[src/rtl/inst_prefetch.sv]
// Instruction prefetch stage. Fetches sequential words ahead of the core into a
// small FIFO of {pc, inst, err} entries. A redirect flushes the FIFO, restarts
// fetching at the new PC and drops any responses still in flight.
module inst_prefetch #(
    parameter int               Width          = 32,
    parameter int               Depth          = 4,
    parameter int               MaxOutstanding = 2,
    parameter logic [Width-1:0] ResetValue     = '0
) (
    input  logic             clk,
    input  logic             rst,
    output logic             bus_req,
    output logic [Width-1:0] bus_addr,
    input  logic             bus_gnt,
    input  logic             bus_rvalid,
    input  logic [Width-1:0] bus_rdata,
    input  logic             bus_err,
    input  logic             redirect,
    input  logic [Width-1:0] redirect_pc,
    output logic             out_valid,
    input  logic             out_ready,
    output logic [Width-1:0] out_inst,
    output logic [Width-1:0] out_pc,
    output logic             out_err
);

    localparam int PtrW = (Depth > 1) ? $clog2(Depth) : 1;
    localparam int CntW = $clog2(Depth + 1);
    localparam int OutW = $clog2(MaxOutstanding + 1);
    // Wide enough to hold kept-in-flight plus occupancy (at most 2*Depth).
    localparam int SumW = CntW + 1;

    logic [Width-1:0] fetch_pc_q, fetch_pc_d;
    logic [Width-1:0] resp_pc_q, resp_pc_d;
    logic [CntW-1:0]  count_q, count_d;
    logic [OutW-1:0]  outst_q, outst_d;
    logic [OutW-1:0]  discard_q, discard_d;
    logic [PtrW-1:0]  head_q, head_d;
    logic [PtrW-1:0]  tail_q, tail_d;

    logic [Width-1:0] pc_mem_q   [Depth];
    logic [Width-1:0] inst_mem_q [Depth];
    logic             err_mem_q  [Depth];

    logic             gnt_fire;
    logic             rsp_keep;
    logic             push_en;
    logic             pop_en;
    logic [SumW-1:0]  reserved;

    // Slots already claimed: responses we will keep plus entries sitting in the FIFO.
    assign reserved = SumW'(outst_q - discard_q) + SumW'(count_q);

    assign bus_req  = !rst && !redirect
                      && (reserved < SumW'(Depth))
                      && (outst_q < OutW'(MaxOutstanding));
    assign bus_addr = fetch_pc_q;

    assign gnt_fire = bus_req && bus_gnt;
    assign rsp_keep = bus_rvalid && (discard_q == '0);
    assign push_en  = rsp_keep && !redirect;
    assign pop_en   = out_valid && out_ready;

    assign out_valid = (count_q != '0);
    assign out_inst  = inst_mem_q[head_q];
    assign out_pc    = pc_mem_q[head_q];
    assign out_err   = err_mem_q[head_q];

    // Next-state for pointers, counters and fetch addresses; redirect overrides push/pop.
    always_comb begin
        fetch_pc_d = fetch_pc_q;
        resp_pc_d  = resp_pc_q;
        count_d    = count_q;
        outst_d    = outst_q;
        discard_d  = discard_q;
        head_d     = head_q;
        tail_d     = tail_q;

        if (gnt_fire) begin
            fetch_pc_d = fetch_pc_q + Width'(4);
        end

        case ({gnt_fire, bus_rvalid})
            2'b10:   outst_d = outst_q + OutW'(1);
            2'b01:   outst_d = outst_q - OutW'(1);
            default: outst_d = outst_q;
        endcase

        if (redirect) begin
            count_d    = '0;
            head_d     = '0;
            tail_d     = '0;
            fetch_pc_d = {redirect_pc[Width-1:2], 2'b00};
            resp_pc_d  = {redirect_pc[Width-1:2], 2'b00};
            // Every read still outstanding after this cycle belongs to the old stream.
            discard_d  = bus_rvalid ? (outst_q - OutW'(1)) : outst_q;
        end else begin
            if (bus_rvalid && (discard_q != '0)) begin
                discard_d = discard_q - OutW'(1);
            end
            if (rsp_keep) begin
                tail_d    = tail_q + PtrW'(1);
                resp_pc_d = resp_pc_q + Width'(4);
            end
            if (pop_en) begin
                head_d = head_q + PtrW'(1);
            end
            case ({rsp_keep, pop_en})
                2'b10:   count_d = count_q + CntW'(1);
                2'b01:   count_d = count_q - CntW'(1);
                default: count_d = count_q;
            endcase
        end
    end

    // Control state register with synchronous reset.
    always_ff @(posedge clk) begin
        if (rst) begin
            fetch_pc_q <= ResetValue;
            resp_pc_q  <= ResetValue;
            count_q    <= '0;
            outst_q    <= '0;
            discard_q  <= '0;
            head_q     <= '0;
            tail_q     <= '0;
        end else begin
            fetch_pc_q <= fetch_pc_d;
            resp_pc_q  <= resp_pc_d;
            count_q    <= count_d;
            outst_q    <= outst_d;
            discard_q  <= discard_d;
            head_q     <= head_d;
            tail_q     <= tail_d;
        end
    end

    // FIFO storage; cleared on reset so the head outputs read zero afterwards.
    always_ff @(posedge clk) begin
        if (rst) begin
            for (int i = 0; i < Depth; i++) begin
                pc_mem_q[i]   <= '0;
                inst_mem_q[i] <= '0;
                err_mem_q[i]  <= 1'b0;
            end
        end else if (push_en) begin
            pc_mem_q[tail_q]   <= resp_pc_q;
            inst_mem_q[tail_q] <= bus_rdata;
            err_mem_q[tail_q]  <= bus_err;
        end
    end

endmodule
[config.mk]
export PLATFORM = sky130hd
export DESIGN_NAME = inst_prefetch
export DESIGN_NICKNAME = d
export VERILOG_FILES = /design/src/rtl/inst_prefetch.sv
export SDC_FILE = /design/constraint.sdc
export NUM_CORES = 1
export LEC_CHECK = 0
export ABC_CLOCK_PERIOD_IN_PS = 8350
export BUFFER_PORTS_ARGS = -buffer_cell sky130_fd_sc_hd__buf_2
export CORE_ASPECT_RATIO = 0.8
export CORE_MARGIN = 3
export CORE_UTILIZATION = 59
export DETAILED_ROUTE_END_ITERATION = 10
export PLACE_DENSITY = 0.87
export SKIP_CTS_REPAIR_TIMING = 1
export SLEW_MARGIN = 40
export SYNTH_ARGS = -nofsm -noshare
export SYNTH_HDL_FRONTEND = slang
export SYNTH_SLANG_ARGS = --single-unit
[constraint.sdc]
create_clock -name clk -period 8.35 [get_ports clk]
set_input_delay 1.67 -clock clk [delete_from_list [all_inputs] [get_ports clk]]
set_output_delay 1.67 -clock clk [all_outputs]
set_load 0.01 [all_outputs]
## Word-level counts from Yosys, hierarchy flattened

Memory sizes are Yosys's and may differ from the RTL's. A register that Yosys moved wholly into a read port is not among the register bits.
Cells that the tools add are included.
Widths: inputs -> output; s select.

- Bits of input ports: 71
- Output and inout port bits: 99
- Memories kept: 3
- Memory bits (writable): 260
- Register bits: 75

Memory list:

| memory | depth | width | rd ports | clocked after Yosys merged registers in | wr ports | line | source |
|---|---|---|---|---|---|---|---|
| inst_mem_q | 4 | 32 | 1 | 1 | 4 | 42 | `logic [Width-1:0] inst_mem_q [Depth];` |
| pc_mem_q | 4 | 32 | 1 | 1 | 4 | 41 | `logic [Width-1:0] pc_mem_q [Depth];` |
| err_mem_q | 4 | 1 | 1 | 1 | 4 | 43 | `logic err_mem_q [Depth];` |

- Eq/ne operators: 4
- Reductions and logical operators: 22
- Order comparisons: 2
- Multiplexer cells: 29
- $add $sub $neg: 11

Operators with widths:

| operator | number |
|---|---|
| $mux 32 | 6 |
| $add 32x3->32 const B | 2 |
| $reduce_or 32->1 | 2 |
| $mux 2 | 12 |
| $reduce_bool 2->1 | 6 |
| $mux 1 | 9 |
| $logic_and 1x1->1 | 8 |
| $add 2x1->2 const B | 3 |
| $pmux 3 s2 | 1 |
| $add 4x3->4 | 1 |
| $eq 2x1->1 const B | 2 |
| $eq 2x2->1 const B | 2 |
| $lt 4x3->1 const B | 1 |
| $pmux 2 s2 | 1 |
| $sub 2x1->2 const B | 2 |
| $add 3x1->3 const B | 1 |
| $reduce_bool 3->1 | 1 |
| $sub 2x2->3 | 1 |
| $sub 3x1->3 const B | 1 |
| $logic_not 1->1 | 2 |
| $logic_not 2->1 | 1 |
| $lt 2x2->1 const B | 1 |
| $reduce_or 2->1 | 1 |
| $reduce_or 1->1 | 1 |

## Longest topological paths before layout

Gate-level depths: netlist of the first run.

- Depth in word-level cells: 8
- Depth in mapped cells: 15

## Worst setup path before layout of the first run

Ideal clock, no wire load.

- Kind: input to register
- Start: input port redirect
- End: memory err_mem_q[3], enable pin
- Data required time: 7.779 ns
- Arrival time: 6.980 ns
- Stages on the path: 6
- Slack: 0.799 ns
- Cells stage by stage: buf_2 -> inv_1 -> clkbuf_1 -> clkbuf_1 -> nand2_1 -> o21ai_0

RTL lines:

| what | line | source |
|---|---|---|
| from (decl) | 18 | `input logic redirect,` |
| to (decl) | 43 |  |

## Worst setup path in the final report of the first run

- Start: input port rst
- End: output port bus_req

- Longest elaborated chain between the ends: 4

RTL lines:

| what | line | source |
|---|---|---|
| from (decl) | 11 | `input logic rst,` |
| $logic_not 1->1 | 54 | `assign bus_req = !rst && !redirect` |
| $logic_and 1x1->1 | 54 |  |
| $logic_and 1x1->1 | 55 | `&& (reserved < SumW'(Depth))` |
| $logic_and 1x1->1 | 56 | `&& (outst_q < OutW'(MaxOutstanding));` |
| to (decl) | 12 | `output logic bus_req,` |

Every way passes these cells.

==> flow_summary_export.csv, run 1 <==
group,metric,value,unit
status,outcome,"finished, final reports clean",
cts,clkLatencyLatePin,0.57,ns
final_layout,stdcell_area,17000,um2
timing,layout_setup_ws,3.84,ns
worst_setup_path,crit_path_end_kind,"primary output",
placed_design,dpl_worst_slack,2.88,ns
yosys,ys.warnings.count,0,
worst_setup_path,cp_max_fo,48,
timing,period_needed,4.51,ns
final_layout,layout_common_cells,"edfxtp_1, and2_1, buf_2, dfxtp_1, mux4_2",
cts,clock_sink_count,325,
final_layout,ant_diodes,0,
timing,worst_max_slew_pin_slew,0.761,ns
grt,grt_pass1_wl,54000,um
yosys,number_of_register_bits_inferred_by_synthesis,325,
die,dieHeight,148,um
yosys,yosysSeqAreaShare,60.4,%
run,cap_viol_max_count,0,
pwr,power.density_cell_area,210,nW/um2
final_layout,net_count_final,1338,
final_layout,layout-drive-gt1-share,23.7,%
pwr,cellLeakagePower,6.31,nW
worst_hold_path,hold_depth,2,
timing,finClkSkew,0.0158,ns
yosys,asyncSetResetFlopFracSynth,0,%
timing,rsz0062_at_grt,"no",
yosys,count_of_flip_flops_with_a_built_in_enable_after_synthesis,252,
worst_setup_path,reg2reg_depth,12,
yosys,synth-main-ff-cell,"edfxtp_1",
route,routedLengthMet1,13800,um
die,fp.dieW,184,um
placed_design,placement.cell_area,16000,um2
die,initial_core_util,60.7,%
pwr,max-vdd-ir-drop,0.178,mV
placed_design,place_hpwl,20600,um
worst_setup_path,worst-endpoint-required,6.68,ns
yosys,post_synth.cell_area_avg,13.3,um2
placed_design,placement.io_buffers,163,
grt,grt_start_max_net_pins,68,
route,route.met3.wl,3070,um
timing,hold_viol_final,0,
cts,path_clk_slew,0.07,ns
route,drt_iter0_drc,800,
cts,max-clock-path-buffers,3,
worst_setup_path,crit_path_start_kind,"input pin",
route,detail-route-antenna-nets,0,
route,top_routing_layer_used,"met4",
grt,total_global_routing_overflow,0,
placed_design,place_congestion,0.857,
cts,clock_tree.root_cell,"clkbuf_16",
timing,tns,0,ns
final_layout,most_common_cell_after_layout_fill_and_taps_aside,"edfxtp_1",
route,routed-via-count,9669,
final_layout,syn_to_final_growth,13.8,%
route,drc,0,
die,top_level_ports,170,
timing,maxSlewViolCount,0,
grt,first_global_vias,9932,
timing,fmax,222,MHz
grt,global_route.usage.total,25.0,%
yosys,syn_area,15000,um2
yosys,syn_inst,1128,
grt,antenna_found_initial,0,
timing,final_min_period_over_clock_period,54.0,%
timing,setup_viol,0,
die,dieArea,27300,um2
worst_setup_path,wp_data_arrival,2.84,ns
route,via_per_inst,6.04,
timing,maxSlewHeadroom,49.3,%
die,floorplan.core_area,24600,um2
route,wl_met2,16300,um
final_layout,final.fill_count,1653,
cts,cts-buffers-inserted,31,
yosys,synth_cell_type_count,60,
worst_hold_path,min_path_type,"reg -> reg",
cts,tritoncts,"built",
route,wirelength,33700,um
worst_hold_path,worstHoldEndpoint,"bus_addr[5]",
die,floorplan.rows,51,
worst_setup_path,reg2reg_setup_slack,4.81,ns
worst_hold_path,min_from,"bus_addr[5]",
worst_setup_path,origin_of_the_critical_flop_to_flop_path,"outst_q[0]",
cts,cts-htree-levels,1,
route,detail_route.wl_per_cell,21.1,um
route,drt_first_pass_iters,5,
pwr,total_power,3.58,mW
worst_setup_path,crit-reg2reg-capture,"outst_q[1]",
worst_setup_path,timing.setup.critical_path_class,"in -> out",
layer usage:
metal / global-route usage (%) / up-vias
met3: 4.96 / 45
met2: 41.6 / 455
met1: 34.9 / 4735
met4: 5.36 / 0
met5: 0 / -
li1: - / 4434
where the power goes:
part           internal, mW  switching (mW)  total (mW)
logic                 0.116           0.165       0.280
registers              1.82          0.0581        1.88
clock network         0.818           0.604        1.42
stage by stage:
step,instances,hold WS (ns),utilization (%)
floorplan,1131,0.485,-
global placement,1543,0.516,64.8
detailed placement,1543,0.526,64.9
CTS,1600,0.537,69.1
global route,1600,0.577,69.1
finish,1600,0.542,69.1
area by class of cell:
cell class	instances	area [um2]	area share (%)
clock buffers	37	845	4.96
repair buffers	175	921	5.41
flip-flops and latches	325	9030	53.1
inverters	20	77.6	0.456
multi-input cells	705	5550	32.6
clock inverters	20	199	1.17
well taps	318	398	2.34
cell families (layout without fill, tap and decap cells):
logic type,count (synthesis),after routing,synth area share (%)
buffers and inverters,101,252,2.84
flip-flops,325,325,60.4
multiplexers,67,67,9.75
AO/OA/AOI/OAI,126,126,5.75
adder cells (fa/ha/maj),9,9,0.853
XOR/XNOR,40,40,2.34
AND/OR/NAND/NOR,459,459,18.1
other,1,4,0.0251
registers in the layout, summed over array words and instances (netlist names), named ones only:
| signal | flops |
|---|---|
| head_q | 2 |
| inst_mem_q | 128 |
| count_q | 3 |
| pc_mem_q | 120 |
| outst_q | 2 |
| err_mem_q | 4 |
| bus_addr | 30 |
| discard_q | 2 |
| resp_pc_q | 30 |
| tail_q | 2 |
synth_stat cells, drive strengths merged (8+ instances only):
cell type    n  area (um2)
nor3        14        70.1
dfxtp       73        1460
and3         8        50.1
a21boi      14         105
edfxtp     252        7570
o21a        13        97.6
nand3       25         125
o31a         9        78.8
a211oi      10        80.1
nor4        18         113
xnor2       27         236
nand4       21         131
and2       244        1530
xor2        13         114
o21ai       19        95.1
clkbuf      59         223
inv         20        77.6
and4        13         114
a31oi        9        56.3
a21oi       29         145
buf         22         124
nor2        35         131
mux4        63        1420
nand2       52         203
worst max-delay path: stages:
cell	delay [ns]
buf_2	0.09
buf_4	0.29
nor3_1	0.31
nand4b_1	0.19
nand2_1	0.13
buf_2	0.13
how the worst max path moves through the flow:
stage / to / cells after the start / start
floorplan: err_mem_q[3] / 6 / redirect
global placement: inst_mem_q[1][24] / 8 / rst
detailed placement: inst_mem_q[1][24] / 8 / rst
CTS: pc_mem_q[1][16] / 8 / rst
global route: pc_mem_q[1][7] / 8 / rst
finish: bus_req / 6 / rst
(Power assumes the default switching activity.)
==> run 2, diff against run 1 <==
Settings changed: ABC_CLOCK_PERIOD_IN_PS 8350 to 3730, CORE_UTILIZATION 59 to 53, PLACE_DENSITY 0.87 to 0.83.
Clock period 8.35 ns to 3.73 ns, I/O delays scaled along.
==> run 2 against run 1 <==
  * Cell count rose by 3.4%
  * Hold slack got worse by 0.074 ns
  * Combinational power rose by 130%
  * Largest cell class unchanged
==> flow_summary_export.csv, run 2 (synthesis results as in run 1) <==
group,metric,value,unit
die,dieHeight,156,um
cts,cts-buffers-inserted,31,
grt,grt_pass1_wl,54300,um
timing,setup_viol,0,
timing,maxSlewHeadroom,53.7,%
timing,fmax,287,MHz
cts,clock_tree.root_cell,"clkbuf_16",
worst_setup_path,crit_path_end_kind,"primary output",
worst_setup_path,slowest_delay,0.44,ns
worst_setup_path,timing.setup.critical_path_class,"reg -> out",
final_layout,layout.area.seq,9030,um2
timing,rsz0062_at_grt,"no",
route,drt_iter0_drc,748,
die,dieArea,30300,um2
worst_setup_path,cp_cell_sequence,"inv_1 -> ha_1 -> inv_1 -> fa_1 -> ha_1 -> and3b_1 -> o211ai_1 -> nand2_1 -> buf_2",
timing,final_min_period_over_clock_period,93.4,%
pwr,max-vdd-ir-drop,0.441,mV
worst_setup_path,origin_of_the_critical_flop_to_flop_path,"outst_q[0]",
grt,first_global_vias,9795,
die,fp.dieW,194,um
grt,global_route.usage.total,22.4,%
route,drc,0,
grt,grt_start_max_net_pins,67,
worst_setup_path,crit-reg2reg-capture,"outst_q[1]",
timing,hold_viol_final,0,
cts,clock_sink_count,325,
route,drt_first_pass_iters,5,
placed_design,place_hpwl,21400,um
route,via_per_inst,5.88,
status,outcome,"finished, final reports clean",
worst_setup_path,reg2reg_setup_slack,0.27,ns
final_layout,syn_to_final_growth,14.6,%
worst_setup_path,reg2reg_depth,12,
final_layout,top_register,"inst_mem_q",
cts,clkLatencyLatePin,0.57,ns
cts,cts-htree-levels,1,
timing,holdWs,0.468,ns
timing,tns,0,ns
worst_setup_path,critical_path.slowest_cell,"dfxtp_1",
route,detail_route.wl_per_cell,20.7,um
cts,tritoncts,"built",
die,top_level_ports,170,
grt,total_global_routing_overflow,0,
placed_design,placement.io_buffers,163,
route,routed-via-count,9727,
final_layout,largest_registers_in_the_final_layout,"inst_mem_q: 128 flops, pc_mem_q: 120 flops",
die,initial_core_util,54.4,%
placed_design,place_congestion,0.873,
run,cap_viol_max_count,0,
final_layout,most_common_cell_after_layout_fill_and_taps_aside,"edfxtp_1",
timing,finClkSkew,0.0171,ns
final_layout,layout-drive-gt1-share,23.7,%
worst_setup_path,crit_path_start_kind,"flip-flop",
final_layout,net_count_final,1348,
final_layout,ant_diodes,0,
grt,antenna_found_initial,0,
die,floorplan.core_area,27500,um2
timing,maxSlewViolCount,0,
route,detail-route-antenna-nets,0,
pwr,cellLeakagePower,6.34,nW
final_layout,multi_input_comb_area,5550,um2
route,wirelength,34200,um
final_layout,layout_common_cells,"edfxtp_1, and2_1, buf_2, dfxtp_1, mux4_2",
final_layout,final.fill_count,2004,
worst_setup_path,cp_max_fo,5,
cts,path_clk_slew,0.06,ns
die,floorplan.rows,54,
timing,period_needed,3.48,ns
pwr,power.density_cell_area,458,nW/um2
worst_setup_path,wp_data_arrival,2.74,ns
worst_setup_path,crit_start,"outst_q[0]",
final_layout,largest_register_ffs,128,
cts,max-clock-path-buffers,3,
worst_setup_path,worst-endpoint-required,2.98,ns
worst_hold_path,min_path_type,"in -> reg",
worst_setup_path,endpoint,"bus_req",
timing,worst_max_slew_pin_slew,0.695,ns
==> run 2: worst max-delay path, delay by kind of cell (launching register included) <==
kind / cells / cell delay (ns)
fa+ha+maj: 3 / 0.89
buf+inv: 3 / 0.28
compound gates: 1 / 0.25
flops: 1 / 0.44
simple gates: 2 / 0.30
==> run 2: cell type report <==
cell class / instances / area share, %
clock buffer: 39 / 4.76
clock inverter: 17 / 0.854
inverter: 20 / 0.453
multi-input combinational: 705 / 32.4
sequential: 325 / 52.7
tap: 364 / 2.66
timing repair buffer: 185 / 6.18
==> run 2: stage by stage <==
step	area, um2	power (mW)	utilization (%)	std cells	worst slack [ns]
after global placement	16200	4.89	58.8	1599	0.357
after floorplan	15000	4.63	-	1131	0.471
after CTS	17100	7.89	62.3	1655	0.234
final	17100	7.85	62.3	1655	0.246
after detailed placement	16200	4.92	58.8	1599	0.329
after global routing	17100	8.12	62.3	1655	0.121
==> run 2: worst min-delay path by stage <==
| stage | cells past startpoint | end | start | slack (ns) |
|---|---|---|---|---|
| 3_3_place_gp | 2 | flip-flop | head_q[1] | 0.51 |
| 5_1_grt | 2 | inst_mem_q[0][30] | bus_rdata[30] | 0.47 |
| 3_5_place_dp | 2 | bus_addr[17] | bus_addr[17] | 0.52 |
| 6_report | 3 | bus_addr[28] | redirect_pc[28] | 0.47 |
| 2_1_floorplan | 2 | flip-flop | head_q[1] | 0.48 |
| 4_1_cts | 3 | bus_addr[28] | redirect_pc[28] | 0.45 |
==> run 2: metal layers <==
layer	share of wire [%]	GRT usage, %	vias up
li1	-	-	4461
met1	42	32.7	4751
met2	47	36.0	463
met3	8.9	3.57	52
met4	1.9	5.64	0
met5	0	0	-
==> run 2: power breakdown <==
part,internal [mW],total [mW],switching (mW)
registers,4.07,4.20,0.129
logic,0.272,0.646,0.374
clock network,1.68,3.01,1.32
total,6.03,7.85,1.82
